[src/rtl/victim_cache_pkg.sv]
// Shared geometry, state encoding and entry layout for the victim buffer.
// Optional statistics counters are enabled by defining VICTIM_STATS_EN.
package victim_cache_pkg;

    localparam int s_offset   = 5;
    localparam int s_index    = 4;
    localparam int s_tag      = 32 - s_offset - s_index;
    localparam int s_line     = 8 * 2**s_offset;
    localparam int s_ways     = 2;
    localparam int VC_ENTRIES = 2**s_ways;
    localparam int s_laddr    = 32 - s_offset;

    typedef enum logic {
        IDLE      = 1'b0,
        WRITEBACK = 1'b1
    } vc_state_t;

    typedef struct packed {
        logic               valid;
        logic               dirty;
        logic [s_laddr-1:0] laddr;
        logic [s_line-1:0]  data;
    } vc_entry_t;

endpackage

[src/rtl/victim_cache_lru.sv]
// Age-based LRU tracker for the victim buffer; age 3 marks the eviction slot.
// Behaviour does not depend on VICTIM_STATS_EN.
module victim_lru
    import victim_cache_pkg::*;
(
    input  logic              clk,
    input  logic              rst,
    input  logic              i_touch_en,
    input  logic [s_ways-1:0] i_touch_slot,
    output logic [s_ways-1:0] o_lru_slot
);

    logic [s_ways-1:0] r_age [VC_ENTRIES];
    logic [s_ways-1:0] w_touch_age;

    assign w_touch_age = r_age[i_touch_slot];

    // Ages always form a permutation of 0..3, so exactly one slot holds the oldest age.
    always_ff @(posedge clk or negedge rst) begin
        if (!rst) begin
            for (int i = 0; i < VC_ENTRIES; i++) begin
                r_age[i] <= s_ways'(i);
            end
        end else if (i_touch_en) begin
            for (int i = 0; i < VC_ENTRIES; i++) begin
                if (s_ways'(i) == i_touch_slot) begin
                    r_age[i] <= '0;
                end else if (r_age[i] < w_touch_age) begin
                    r_age[i] <= r_age[i] + 1'b1;
                end
            end
        end
    end

    always_comb begin
        o_lru_slot = '0;
        for (int i = 0; i < VC_ENTRIES; i++) begin
            if (&r_age[i]) begin
                o_lru_slot = s_ways'(i);
            end
        end
    end

endmodule

[src/rtl/victim_cache.sv]
// Four-entry fully-associative victim buffer with one-cycle swap and dirty writeback.
// Define VICTIM_STATS_EN to add saturating hit/insert/writeback counters.
module victim_cache
    import victim_cache_pkg::*;
(
    input  logic              clk,
    input  logic              rst,
    input  logic [31:0]       lookup_addr,
    output logic              hit,
    output logic [s_line-1:0] victim_data_o,
    output logic [s_tag-1:0]  victim_tag_o,
    output logic              victim_valid_o,
    output logic              victim_dirty_o,
    input  logic              swap,
    input  logic              insert,
    input  logic [31:0]       ins_addr,
    input  logic [s_line-1:0] ins_data,
    input  logic              ins_valid,
    input  logic              ins_dirty,
    output logic              ready,
    output logic [31:0]       pmem_address,
    output logic [s_line-1:0] pmem_wdata,
    output logic              pmem_write,
    input  logic              pmem_resp
`ifdef VICTIM_STATS_EN
    ,
    output logic [31:0]       stat_hits,
    output logic [31:0]       stat_inserts,
    output logic [31:0]       stat_writebacks
`endif
);

    logic [VC_ENTRIES-1:0] r_valid;
    logic [VC_ENTRIES-1:0] r_dirty;
    logic [s_laddr-1:0]    r_laddr [VC_ENTRIES];
    logic [s_line-1:0]     r_data  [VC_ENTRIES];

    vc_state_t          r_state;
    vc_state_t          w_next_state;
    logic [s_laddr-1:0] r_wb_laddr;
    logic [s_line-1:0]  r_wb_data;

    vc_entry_t         w_in;
    logic              w_match;
    logic [s_ways-1:0] w_hit_slot;
    logic              w_free;
    logic [s_ways-1:0] w_free_slot;
    logic [s_ways-1:0] w_lru_slot;
    logic [s_ways-1:0] w_ins_slot;
    logic              w_do_swap;
    logic              w_do_insert;
    logic              w_wb_start;
    logic              w_wb_done;
    logic              w_touch_en;
    logic [s_ways-1:0] w_touch_slot;
    logic              w_unused;

    assign w_in     = '{valid: ins_valid, dirty: ins_dirty,
                        laddr: ins_addr[31:s_offset], data: ins_data};
    assign w_unused = ^{lookup_addr[s_offset-1:0], ins_addr[s_offset-1:0]};

    // Descending scan so the lowest-numbered matching slot wins on duplicates.
    always_comb begin
        w_match    = 1'b0;
        w_hit_slot = '0;
        for (int i = VC_ENTRIES - 1; i >= 0; i--) begin
            if (r_valid[i] && (r_laddr[i] == lookup_addr[31:s_offset])) begin
                w_match    = 1'b1;
                w_hit_slot = s_ways'(i);
            end
        end
    end

    always_comb begin
        w_free      = 1'b0;
        w_free_slot = '0;
        for (int i = VC_ENTRIES - 1; i >= 0; i--) begin
            if (!r_valid[i]) begin
                w_free      = 1'b1;
                w_free_slot = s_ways'(i);
            end
        end
    end

    assign w_ins_slot = w_free ? w_free_slot : w_lru_slot;

    assign hit            = w_match && (r_state == IDLE);
    assign victim_valid_o = hit;
    assign victim_data_o  = hit ? r_data[w_hit_slot] : '0;
    assign victim_tag_o   = hit ? r_laddr[w_hit_slot][s_laddr-1:s_index] : '0;
    assign victim_dirty_o = hit && r_dirty[w_hit_slot];

    always_ff @(posedge clk or negedge rst) begin
        if (!rst) begin
            r_state <= IDLE;
        end else begin
            r_state <= w_next_state;
        end
    end

    // Swap has priority over insert; nothing is accepted while a writeback is pending.
    always_comb begin
        w_next_state = r_state;
        w_do_swap    = 1'b0;
        w_do_insert  = 1'b0;
        w_wb_start   = 1'b0;
        w_wb_done    = 1'b0;
        case (r_state)
            IDLE: begin
                if (swap) begin
                    w_do_swap = w_match;
                end else if (insert && ins_valid) begin
                    w_do_insert = 1'b1;
                    if (r_valid[w_ins_slot] && r_dirty[w_ins_slot]) begin
                        w_wb_start   = 1'b1;
                        w_next_state = WRITEBACK;
                    end
                end
            end
            WRITEBACK: begin
                if (pmem_resp) begin
                    w_wb_done    = 1'b1;
                    w_next_state = IDLE;
                end
            end
            default: w_next_state = IDLE;
        endcase
    end

    // An invalidating swap leaves the slot's age where it was.
    assign w_touch_en   = (w_do_swap && ins_valid) || w_do_insert;
    assign w_touch_slot = w_do_swap ? w_hit_slot : w_ins_slot;

    victim_lru u_lru (
        .clk          (clk),
        .rst          (rst),
        .i_touch_en   (w_touch_en),
        .i_touch_slot (w_touch_slot),
        .o_lru_slot   (w_lru_slot)
    );

    always_ff @(posedge clk or negedge rst) begin
        if (!rst) begin
            r_valid <= '0;
            r_dirty <= '0;
        end else if (w_do_swap) begin
            r_valid[w_hit_slot] <= w_in.valid;
            r_dirty[w_hit_slot] <= w_in.dirty;
        end else if (w_do_insert) begin
            r_valid[w_ins_slot] <= w_in.valid;
            r_dirty[w_ins_slot] <= w_in.dirty;
        end
    end

    always_ff @(posedge clk) begin
        if (w_do_swap) begin
            r_laddr[w_hit_slot] <= w_in.laddr;
            r_data[w_hit_slot]  <= w_in.data;
        end else if (w_do_insert) begin
            r_laddr[w_ins_slot] <= w_in.laddr;
            r_data[w_ins_slot]  <= w_in.data;
        end
    end

    // Captures the displaced line before the insert overwrites it on the same edge.
    always_ff @(posedge clk) begin
        if (w_wb_start) begin
            r_wb_laddr <= r_laddr[w_ins_slot];
            r_wb_data  <= r_data[w_ins_slot];
        end
    end

    assign ready        = (r_state == IDLE);
    assign pmem_write   = (r_state == WRITEBACK);
    assign pmem_address = pmem_write ? {r_wb_laddr, {s_offset{1'b0}}} : '0;
    assign pmem_wdata   = pmem_write ? r_wb_data : '0;

`ifdef VICTIM_STATS_EN
    function automatic logic [31:0] sat_inc(input logic [31:0] v);
        return (&v) ? v : v + 32'd1;
    endfunction

    logic [31:0] r_stat_hits;
    logic [31:0] r_stat_inserts;
    logic [31:0] r_stat_writebacks;

    always_ff @(posedge clk or negedge rst) begin
        if (!rst) begin
            r_stat_hits       <= '0;
            r_stat_inserts    <= '0;
            r_stat_writebacks <= '0;
        end else begin
            if (w_do_swap)   r_stat_hits       <= sat_inc(r_stat_hits);
            if (w_do_insert) r_stat_inserts    <= sat_inc(r_stat_inserts);
            if (w_wb_done)   r_stat_writebacks <= sat_inc(r_stat_writebacks);
        end
    end

    assign stat_hits       = r_stat_hits;
    assign stat_inserts    = r_stat_inserts;
    assign stat_writebacks = r_stat_writebacks;
`endif

endmodule
[config.mk]
export PLATFORM = sky130hd
export DESIGN_NAME = victim_cache
export DESIGN_NICKNAME = d
export VERILOG_FILES = /design/src/rtl/victim_cache_pkg.sv /design/src/rtl/victim_cache_lru.sv /design/src/rtl/victim_cache.sv
export SDC_FILE = /design/constraint.sdc
export NUM_CORES = 2
export LEC_CHECK = 0
export CORE_AREA = 4 4 351 353
export DETAILED_ROUTE_END_ITERATION = 10
export DIE_AREA = 0 0 355 357
export GPL_TIMING_DRIVEN = 0
export PLACE_DENSITY = 0.81
export SKIP_LAST_GASP = 1
export SLEW_MARGIN = 20
export SYNTH_ARGS = -nofsm -noshare
export SYNTH_HDL_FRONTEND = slang
export SYNTH_HIERARCHICAL = 1
export SYNTH_SLANG_ARGS = --single-unit
[constraint.sdc]
create_clock -name clk -period 57.8 [get_ports clk]
set_input_delay 8.67 -clock clk [delete_from_list [all_inputs] [get_ports clk]]
set_output_delay 8.67 -clock clk [all_outputs]
set_load 0.005 [all_outputs]
Yosys cells after proc, flatten, opt, wreduce, memory -nomap -nowiden. Memories as Yosys holds them, arrays and structs flattened. A register that Yosys moved wholly into a read port is not among the register bits. Index checks and enable logic that the tools add are counted. W data, S select, Z words.

Add/subtract/negate cells: 4. Bitwise gates (word level): 2. Muxes and demuxes: 76. Reduce and logical (&&, ||, !) cells: 27. Equal/unequal tests: 7. Magnitude comparators: 9.

Operator list (number): $mux W256 (3); $reduce_or A256 Y1 (1); $eq A27 B27 Y1 (4); $mux W2 (24); $mux W32 (1); $mux W1 (31); $mux W27 (1); $reduce_or A27 Y1 (1); $mux W23 (1); $bwmux W4 (4); $mux W4 (4); $reduce_and A2 Y1 (7); $logic_and A1 B1 Y1 (11); $reduce_bool A2 Y1 (5); $add A2 B1 Y2 const B (4); $lt A2 B2 Y1 (4); $bmux W1 S2 (3); $lt A2 B3 Y1 const B (2); $bmux W2 S2 (1); $demux W1 S2 (2); $eq A2 B2 Y1 const A (2); $ge A2 B1 Y1 const B (2); $ge A3 B3 Y1 const B (1); $not A2 Y3 (1); other kinds (5) (5).

Input port bits: 327. Output and inout port bits: 572. Memory bits (writable): 1132. Memories: 2. Word-level logic and storage cells: 134. Flip-flop bits (word level): 17.

Memories: r_data (depth 4, width 256, rd ports 2, clocked after memory_dff 1, write ports 1, RTL line victim_cache.sv:36) `logic [s_line-1:0] r_data [VC_ENTRIES];`; r_laddr (depth 4, width 27, rd ports 6, clocked after memory_dff 1, write ports 1, RTL line victim_cache.sv:35) `logic [s_laddr-1:0] r_laddr [VC_ENTRIES];`.

Logic depth before layout (Yosys ltp). An unclocked memory read counts as a cell.

Depth in word-level cells: 17. Gate-level depth with buffers: 18. Depth with buffers taken out: 16.

By module. Netlist, hierarchy kept.

By module, submodules not included: victim_cache (cells each 4638, instances 1, area an instance 61343.8 um^2, seq. area each 42716.0 um^2); victim_lru (cells each 76, instances 1, area an instance 705.7 um^2, seq. area each 205.2 um^2).

Worst setup path after synthesis. OpenSTA, ideal clock, no wires.

Path type: input-to-reg. Start: input swap. End: register r_wb_data[0], read port of r_data, enable pin. Stages on the path: 3. Path buffers: 0. Data required time: 56182 ps. Arrival: 35593 ps. Path slack: 20590 ps. Library setup time: 1618 ps. Cells stage by stage: nor2_1 -> nand3_1 -> nor4_1.

Cells in the longest elaborated chain, start to end: 2.

Ends and longest elaborated chain: start, declared (RTL line victim_cache.sv:14) `input logic swap,`; $mux W1 (RTL line victim_cache.sv:110) `if (swap) begin`; $mux W1 (RTL line victim_cache.sv:108) `case (r_state)`; named net w_wb_start (RTL line victim_cache.sv:52) `logic w_wb_start;`; end, declared (RTL line victim_cache.sv:41) `logic [s_line-1:0] r_wb_data;`.

The timed path passes the listed nets, and every way through them passes these cells. A chain may end at the register's enable or synchronous reset.

Worst setup path after layout.
Start: input lookup_addr[23]. End: output victim_data_o[216].

Cells in the longest elaborated chain, start to end: 8. Elaborated cells on any way between the ends: 19. Classes of those cells: eq/ne: 4; mux: 9; reduce/logical: 5; memory: 1.

Ends and longest elaborated chain: start, declared (RTL line victim_cache.sv:8) `input logic [31:0] lookup_addr,`; $eq A27 B27 Y1 (RTL line victim_cache.sv:67) `if (r_valid[i] && (r_laddr[i] == lookup_addr[31:s_offset])) begin`; $logic_and A1 B1 Y1 (RTL line victim_cache.sv:67); $mux W2 or $mux W1 (tied branches) (4 in series) (RTL line victim_cache.sv:67); $mem_v2 Z4 W256 or $logic_and A1 B1 Y1 (tied branches); $mux W256 * (RTL line victim_cache.sv:89) `assign victim_data_o = hit ? r_data[w_hit_slot] : '0;`; end, declared (RTL line victim_cache.sv:10) `output logic [s_line-1:0] victim_data_o,`.

Mark *: on every way between the ends. The rest lies on a longest branch, timed or not.

==> flow_summary.json <==
{
  "relSlewSlack_pct": 15.5,
  "synth_top_family_by_area": "compound AO/OA/AOI/OAI gates",
  "dieHeight_um": 357,
  "first_pass_iters": 11,
  "grt_pass1_vias": 48000,
  "post_cts_resize_count": 0,
  "cts_buffers": 147,
  "violations": "design-rule violations",
  "ys_top_cells_by_area": "edfxtp_1 68%, and2_1 5.7%, nand2_1 5.1%",
  "synth_xor_xnor_area_share_pct": 1.52,
  "ys_async_sr_fraction_pct": 1.19,
  "setup_violations": 0,
  "holdBufCountCts": 0,
  "holdCritPathClass": "flop to flop",
  "fin_skew_ps": 49.0,
  "syn_area_per_cell_sq_um": 13.2,
  "finalSetupTns_ps": 0,
  "clockPowerShare_pct": 42.5,
  "ys_seq_area_share_pct": 69.2,
  "finalNetCount": 6169,
  "dpl-instance-area_sq_um": 74100,
  "yosysTopAreaCell": "edfxtp_1",
  "fin_area_sq_um": 78900,
  "syn_area_sq_um": 62000,
  "muxShareOfSynthArea_pct": 0.204,
  "drive_above_1_share_pct": 6.96,
  "p_sw_mw": 0.463,
  "numClockSinks": 1432,
  "cp.required_ps": 49130,
  "portBuffers": 879,
  "p_sw_share_pct": 21.5,
  "syn_to_final_growth_pct": 27.1,
  "die-area_sq_um": 127000,
  "cts_setup_buffers": 0,
  "cts_buffer_depth": 3,
  "drt_iter0_drc": 8969,
  "synth_edf_count": 1415,
  "worstMarginPinSlew_ps": 1270,
  "startpoint_type": "input pin",
  "synth_compound_area_share_pct": 13.8,
  "holdWs_ps": 529,
  "ys_types": 63,
  "synth-seq-cells": 1432,
  "cts_tree": "built",
  "cts_root_buf": "clkbuf_16",
  "cellInternalPower_mw": 1.69,
  "clk_pin_slew_ps": 50,
  "htree_levels": 4,
  "finalMaxSlewViolations": 0,
  "row_count": 127,
  "ant_nets": 0,
  "cap_violations": 0,
  "die-width_um": 355,
  "rsz0062_at_grt": "false",
  "synth_common_cells": "1415 x edfxtp_1, 846 x nand2_1, 569 x and2_1",
  "final_core_util_pct": 65.8,
  "p_seq_share_pct": 53.5,
  "ios": 899,
  "wl_per_cell_um": 29.9,
  "synthSimpleGateAreaFrac_pct": 12.3,
  "wl_um": 228000,
  "powerDensity_nw_per_um2": 27.3,
  "status": "finished with violations",
  "leakagePower_nw": 25.9,
  "fmax_ghz": 0.0433,
  "insertion_delay_ps": 780,
  "fin_crit_sh_pct": 40.0,
  "worstPathMaxFanout": 10,
  "track_usage_pct": 34.5,
  "yosysMostFrequentCell": "edfxtp_1",
  "fin_crit_ps": 23100,
  "vias": 49700,
  "drcViolationCount": 3,
  "synth_cells": 4714,
  "overflow": 0,
  "fillCellCount": 8258,
  "synthAdderAreaFrac_pct": 0.141,
  "grt_max_degree": 89,
  "finalHoldViolCount": 0,
  "vdd_drop_max_v": 0.0000262,
  "post-synth-top-area-fraction_pct": 68.5,
  "core_area_sq_um": 120000,
  "initial_core_util_pct": 51.8,
  "end_kind": "primary output",
  "avgViaCountPerCell": 6.51,
  "share_comb_of_total_power_pct": 4.0,
  "gp_congestion": 0.955,
  "antenna_found_initial": 74,
  "total_power_mw": 2.15,
  "ys.flop_type": "edfxtp_1",
  "crit_arrival_ps": 14430,
  "place_hpwl_um": 157000,
  "yosys_warnings": 6,
  "grt_pass1_wl_um": 322000,
  "crit_type": "input pin to primary output"
}
[per-layer routing]
layer	up-vias	GRT usage (%)	wire, um
li1	20600	-	-
met1	24000	42.4	76300
met2	4291	54.7	106000
met3	723	10.9	32100
met4	22	19.0	13600
met5	-	0	153
[final timing paths]
check | start | endpoint | slack (ps) | cells after the start
min in group asynchronous | rst | pmem_write | 8390 | 1
setup / recovery | lookup_addr[23] | victim_data_o[216] | 34700 | 11
hold reg to reg | u_lru/r_age[3] | u_lru/r_age[3] | 530 | 2
setup reg to reg | u_lru/r_age[3] | r_wb_data[101] | 51460 | 19
max in group asynchronous | rst | u_lru/r_age[5] | 48860 | 1
hold / removal | u_lru/r_age[3] | u_lru/r_age[3] | 530 | 2
[kinds of logic (layout without fill, tap and decap cells)]
logic type | count (synthesis) | after routing
AOI/OAI and AO/OA | 1202 | 1202
muxes | 10 | 10
DFF | 1432 | 1432
adders and majority gates | 7 | 7
and+or+nand+nor | 1550 | 1550
buffers and inverters | 404 | 1635
xor gates and xnor gates | 108 | 108
other | 1 | 72
[area by class of cell]
class	count	area (sq um)	area share (%)
Antenna cell	67	168	0.213
Tap cell	1612	2020	2.56
Timing Repair Buffer	968	9990	12.7
Clock inverter	87	742	0.940
Multi-Input combinational cell	2882	17400	22.0
Sequential cell	1432	42900	54.4
Buffer	393	1770	2.24
Clock buffer	176	3850	4.88
Inverter	11	56.3	0.0714
[per-stage QoR]
step | worst slack, ps | std cells
5_1_grt | 34520 | 7605
4_1_cts | 34780 | 7561
3_3_place_gp | 482 | 7209
3_5_place_dp | 34800 | 7298
6_report | 34700 | 7628
2_1_floorplan | 20590 | 4718
[sequential cells by signal (all words and copies together) (netlist names)]
name         cells
u_lru/r_age      8
r_valid          4
r_wb_data      256
r_laddr        108
r_data        1024
r_wb_laddr      27
pmem_write       1
r_dirty          4
[power by group through the flow]
stage / logic, mW / registers, mW / clock network, mW
6_report: 0.0857 / 1.15 / 0.915
5_1_grt: 0.0905 / 1.15 / 0.963
4_1_cts: 0.0838 / 1.15 / 0.918
3_5_place_dp: 0.0831 / 1.17 / 0
3_3_place_gp: 0.0801 / 1.18 / 0
2_1_floorplan: 0.0329 / 1.18 / 0
[layout by cell type (no fill, tap or decap), types with 93 or more instances in the layout]
cell	Yosys	layout
a211oi_1	287	287
a31oi_1	285	285
nand2_1	846	846
clkdlybuf4s50_1	0	879
edfxtp_1	1415	1415
a222oi_1	257	257
clkbuf_1	303	317
and2_1	569	569
clkbuf_16	0	150
a21oi_1	290	290
buf_2	54	93
[critical path: stages]
cell	delay [ps]
clkdlybuf4s50_1	560
xnor2_1	540
nand4_1	150
nor4_1	410
nand4_1	390
nor2_1	790
clkbuf_1	940
clkbuf_1	670
a222oi_1	150
a21oi_1	290
clkdlybuf4s50_1	820
(Power assumes the default switching activity.)
